**src/rtl/fifo_pkg.sv**
```systemverilog
// Shared definitions for the FIFO write-side logic: arbiter FSM encoding,
// default sizing constants and a small index helper.
package fifo_pkg;

    localparam int DEF_NUM_REQ    = 4;
    localparam int DEF_DATA_WIDTH = 8;

    typedef enum logic {
        ST_IDLE  = 1'b0,
        ST_BURST = 1'b1
    } arb_state_e;

    function automatic int wrap_inc(input int idx, input int n);
        return (idx + 1 >= n) ? 0 : idx + 1;
    endfunction

endpackage

```
**src/rtl/rr_picker.sv**
```systemverilog
// Combinational circular priority search: first set bit of req at or after
// start_ptr, wrapping around to bit 0.
module rr_picker #(
    parameter int NUM_REQ = 4,
    parameter int IDX_W   = 2
) (
    input  logic [NUM_REQ-1:0] req,
    input  logic [IDX_W-1:0]   start_ptr,
    output logic               found,
    output logic [IDX_W-1:0]   idx
);

    int pos;

    always_comb begin
        found = 1'b0;
        idx   = '0;
        pos   = 0;
        for (int k = 0; k < NUM_REQ; k++) begin
            pos = int'(start_ptr) + k;
            if (pos >= NUM_REQ) begin
                pos = pos - NUM_REQ;
            end
            if (!found && req[pos]) begin
                found = 1'b1;
                idx   = pos[IDX_W-1:0];
            end
        end
    end

endmodule

```
**src/rtl/fifo_wr_arb.sv**
```systemverilog
// Packet-atomic round-robin arbiter that multiplexes several requesters onto
// a single FIFO write port and counts words written.
module fifo_wr_arb
    import fifo_pkg::*;
#(
    parameter int NUM_REQ    = DEF_NUM_REQ,
    parameter int DATA_WIDTH = DEF_DATA_WIDTH
) (
    input  logic                          W_CLK,
    input  logic                          W_RST,
    input  logic [NUM_REQ-1:0]            REQ_VALID,
    input  logic [NUM_REQ*DATA_WIDTH-1:0] REQ_DATA,
    input  logic [NUM_REQ-1:0]            REQ_LAST,
    output logic [NUM_REQ-1:0]            REQ_READY,
    input  logic                          W_FULL,
    output logic                          W_INC,
    output logic [DATA_WIDTH-1:0]         W_DATA,
    output logic [$clog2(NUM_REQ)-1:0]    GNT_ID,
    output logic                          BUSY,
    output logic [15:0]                   WR_CNT
);

    localparam int IDX_W = $clog2(NUM_REQ);

    arb_state_e       state_q, state_d;
    logic [IDX_W-1:0] gnt_q, gnt_d;
    logic [IDX_W-1:0] rr_ptr_q, rr_ptr_d;
    logic             busy_q, busy_d;
    logic [15:0]      cnt_q, cnt_d;

    logic             pick_found;
    logic [IDX_W-1:0] pick_idx;

    rr_picker #(
        .NUM_REQ (NUM_REQ),
        .IDX_W   (IDX_W)
    ) u_picker (
        .req       (REQ_VALID),
        .start_ptr (rr_ptr_q),
        .found     (pick_found),
        .idx       (pick_idx)
    );

    // Handshakes are also blocked while reset is held so a packet caught
    // mid-burst cannot push a word during the reset cycle.
    always_comb begin
        state_d   = state_q;
        gnt_d     = gnt_q;
        rr_ptr_d  = rr_ptr_q;
        cnt_d     = cnt_q;
        REQ_READY = '0;
        W_INC     = 1'b0;
        case (state_q)
            ST_IDLE: begin
                if (pick_found) begin
                    gnt_d   = pick_idx;
                    state_d = ST_BURST;
                end
            end
            ST_BURST: begin
                if (!W_FULL && !W_RST) begin
                    REQ_READY[gnt_q] = 1'b1;
                    if (REQ_VALID[gnt_q]) begin
                        W_INC = 1'b1;
                        cnt_d = cnt_q + 16'd1;
                        if (REQ_LAST[gnt_q]) begin
                            state_d  = ST_IDLE;
                            rr_ptr_d = IDX_W'(wrap_inc(int'(gnt_q), NUM_REQ));
                        end
                    end
                end
            end
            default: state_d = ST_IDLE;
        endcase
        busy_d = (state_d == ST_BURST);
    end

    always_ff @(posedge W_CLK) begin
        if (W_RST) begin
            state_q  <= ST_IDLE;
            gnt_q    <= '0;
            rr_ptr_q <= '0;
            busy_q   <= 1'b0;
            cnt_q    <= '0;
        end else begin
            state_q  <= state_d;
            gnt_q    <= gnt_d;
            rr_ptr_q <= rr_ptr_d;
            busy_q   <= busy_d;
            cnt_q    <= cnt_d;
        end
    end

    assign W_DATA = REQ_DATA[int'(gnt_q)*DATA_WIDTH +: DATA_WIDTH];
    assign GNT_ID = gnt_q;
    assign BUSY   = busy_q;
    assign WR_CNT = cnt_q;

endmodule

```
**config.mk**
```make
export PLATFORM = sky130hd
export DESIGN_NAME = fifo_wr_arb
export DESIGN_NICKNAME = d
export VERILOG_FILES = /design/src/rtl/fifo_pkg.sv /design/src/rtl/rr_picker.sv /design/src/rtl/fifo_wr_arb.sv
export SDC_FILE = /design/constraint.sdc
export NUM_CORES = 1
export LEC_CHECK = 0
export ABC_AREA = 1
export CORE_UTILIZATION = 45
export DETAILED_ROUTE_END_ITERATION = 8
export DONT_BUFFER_PORTS = 1
export PLACE_DENSITY = 0.64
export SLEW_MARGIN = 20
export SYNTH_ARGS = -nofsm -noshare
export SYNTH_HDL_FRONTEND = slang
export SYNTH_SLANG_ARGS = --single-unit
export TNS_END_PERCENT = 5
```
**constraint.sdc**
```tcl
create_clock -name W_CLK -period 3.35 [get_ports W_CLK]
set_clock_uncertainty 0.05 [all_clocks]
set_input_delay 0.67 -clock W_CLK [delete_from_list [all_inputs] [get_ports W_CLK]]
set_output_delay 0.67 -clock W_CLK [all_outputs]
set_load 0.02 [all_outputs]
```
==> out/metrics.yaml <==
rsz0062_at_grt: "no"
p_leak_nw: 0.757
wirelength_um: 4060
final_cells: 337
synth.most_common_cell: "nand2_1"
p_total_mw: 0.653
relSlewSlack_pct: 67.6
wl_per_cell_um: 12.0
grt_pass1_wl_um: 6860
ys_ff_latch: 21
setup_slack_ns: 0.792
layout-drive-gt1-share_pct: 8.30
drtIter0Drc: 98
clock_sinks: 21
core_um2: 3690
seq_area_frac_synth_pct: 24.2
grt_pass1_vias: 1555
hp-class: "in -> reg"
cts_buffers: 3
period_needed_ns: 2.56
slowest_stage: "dfxtp_1"
syn-instance-count: 293
critPathMostFrequentCell: "nand2_1"
hold_violations: 0
worst_ir_drop_vdd_v: 0.000169
yosysUniqueCellTypes: 29
yosys_most_used_dff: "dfxtp_1"
synth_top_area_share_pct: 24.2
drt-vias-per-instance: 5.17
grt_max_degree: 23
grt-ovfl-total: 0
min_from: "W_RST"
r2r_start: "GNT_ID[0]"
synthTopCellsByArea: "dfxtp_1, nand2_1, nor2_1, o21ai_0, inv_1"
area_growth_pct: 2.52
synth_edf_count: 0
clock-root-buffer: "clkbuf_8"
antenna_found_initial: 0
die_h_um: 64.1
num_vias: 1741
worstPathRequired_ns: 2.63
initial_core_util_pct: 47.1
drtPass1Iterations: 4
fin_tns_setup_ns: 0
ant_nets: 0
io_pins: 75
yosys.area.top_type: "dfxtp_1"
crit_chain: "inv_2 > nand2_1 > nand3_1 > nand2_1 > nand2_2 > inv_4"
clkTransAtPathRegs_ns: 0.08
antenna_cells: 0
clk_path_buf_depth: 2
syn-cell-area_um2: 1740
crit_fanout: 22
critPathKind: "reg -> out"
cts_setup_buffers: 0
syn_nets: 341
period_share_pct: 76.3
cts_tree: "done"
die_area_um2: 4110
cap_viol_max_count: 0
max_stage_delay_ns: 0.58
cts_hold_buffers: 0
syn_area_per_cell_um2: 5.93
rows: 22
fp.dieW_um: 64.1
slew_viol_final: 0
worst_ep_arrival_time_ns: 1.84
crit_path_end_kind: "output port"
tightest_slew_ns: 0.493
port-buffer-count: 0
fillers: 409
cp-startpoint: "GNT_ID[0]"
synth_async_sr_flop_share_pct: 0
finalSetupViolations: 0
drc: 0
dp_cells: 333
h-tree-depth: 1
synth_common_cells: "nand2_1, nor2_1, inv_1, o21ai_0, dfxtp_1"
fmax_mhz: 391
outcome: "completed"
utilization_pct: 48.3
place_ws_ns: 1.08
nets: 338
grt_use_total_pct: 21.0
synth_warnings: 0
cp-start-kind: "register"
cts_resized: 0
p_per_area_nw_per_um2: 367
clk-insertion-delay-late_ns: 0.26
gp_congestion: 0.910
hpwlAfterDp_um: 3170
[worst max-delay path: cells and delay by family (launching register included)]
family	cells	cell delay, ns
flops	1	0.58
simple gates	4	0.47
buf+inv	2	0.51
[stage by stage]
step                hold slack [ns]  cell area [um^2]
floorplan                     0.477              1740
global placement              0.530              1740
detailed placement            0.529              1740
CTS                           0.406              1780
global route                  0.397              1780
finish                        0.412              1780
[final timing paths]
kind / end / slack, ns / cells after the start
setup / recovery: W_INC / 0.79 / 6
hold / removal: WR_CNT[7] / 0.41 / 1
setup reg to reg: BUSY / 1.25 / 10
hold reg to reg: rr_ptr_q[1] / 0.54 / 2
[placed cells by master (no fill, tap or decap), drive strengths merged]
cell,count
nand3,20
dfxtp,21
xor2,3
o22ai,9
o21bai,1
nand4,3
nor2,40
clkinv,1
xnor2,5
nor3,5
inv,33
o21ai,23
nand2,95
o211ai,1
nor3b,1
ha,5
a21oi,17
clkbuf,3
buf,2
o21a,1
[power by group]
part | total [mW] | internal, mW | switching, mW
Clock | 0.170 | 0.0830 | 0.0868
Combinational | 0.210 | 0.0602 | 0.150
Sequential | 0.273 | 0.257 | 0.0164
[layer usage]
| metal | vias to the layer above | track usage (%) | share of wire (%) |
|---|---|---|---|
| li1 | 933 | - | - |
| met1 | 755 | 28.4 | 50 |
| met2 | 49 | 34.3 | 43 |
| met3 | 4 | 4.82 | 6.1 |
| met4 | 0 | 3.33 | 0.52 |
| met5 | - | 0 | 0 |
[sequential cells by signal, summed over array words and instances, names as in the netlist]
signal,cells
WR_CNT,16
GNT_ID,2
rr_ptr_q,2
BUSY,1
[logic make-up after synthesis]
group	share of synthesized area (%)
xor gates and xnor gates	4.03
adders and majority gates	3.60
and+or+nand+nor	40.2
DFF	24.2
AOI/OAI and AO/OA	16.3
buffers and inverters	11.7
[cell type report]
cell class	instances	area (um^2)	area share (%)
Clock inverter	1	5.00	0.281
Clock buffer	3	41.3	2.32
Inverter	33	126	7.09
Sequential cell	21	420	23.6
Multi-Input combinational cell	229	1110	62.5
Tap cell	48	60.1	3.37
Timing Repair Buffer	2	15.0	0.843
Power figures use the tool's default switching activity.
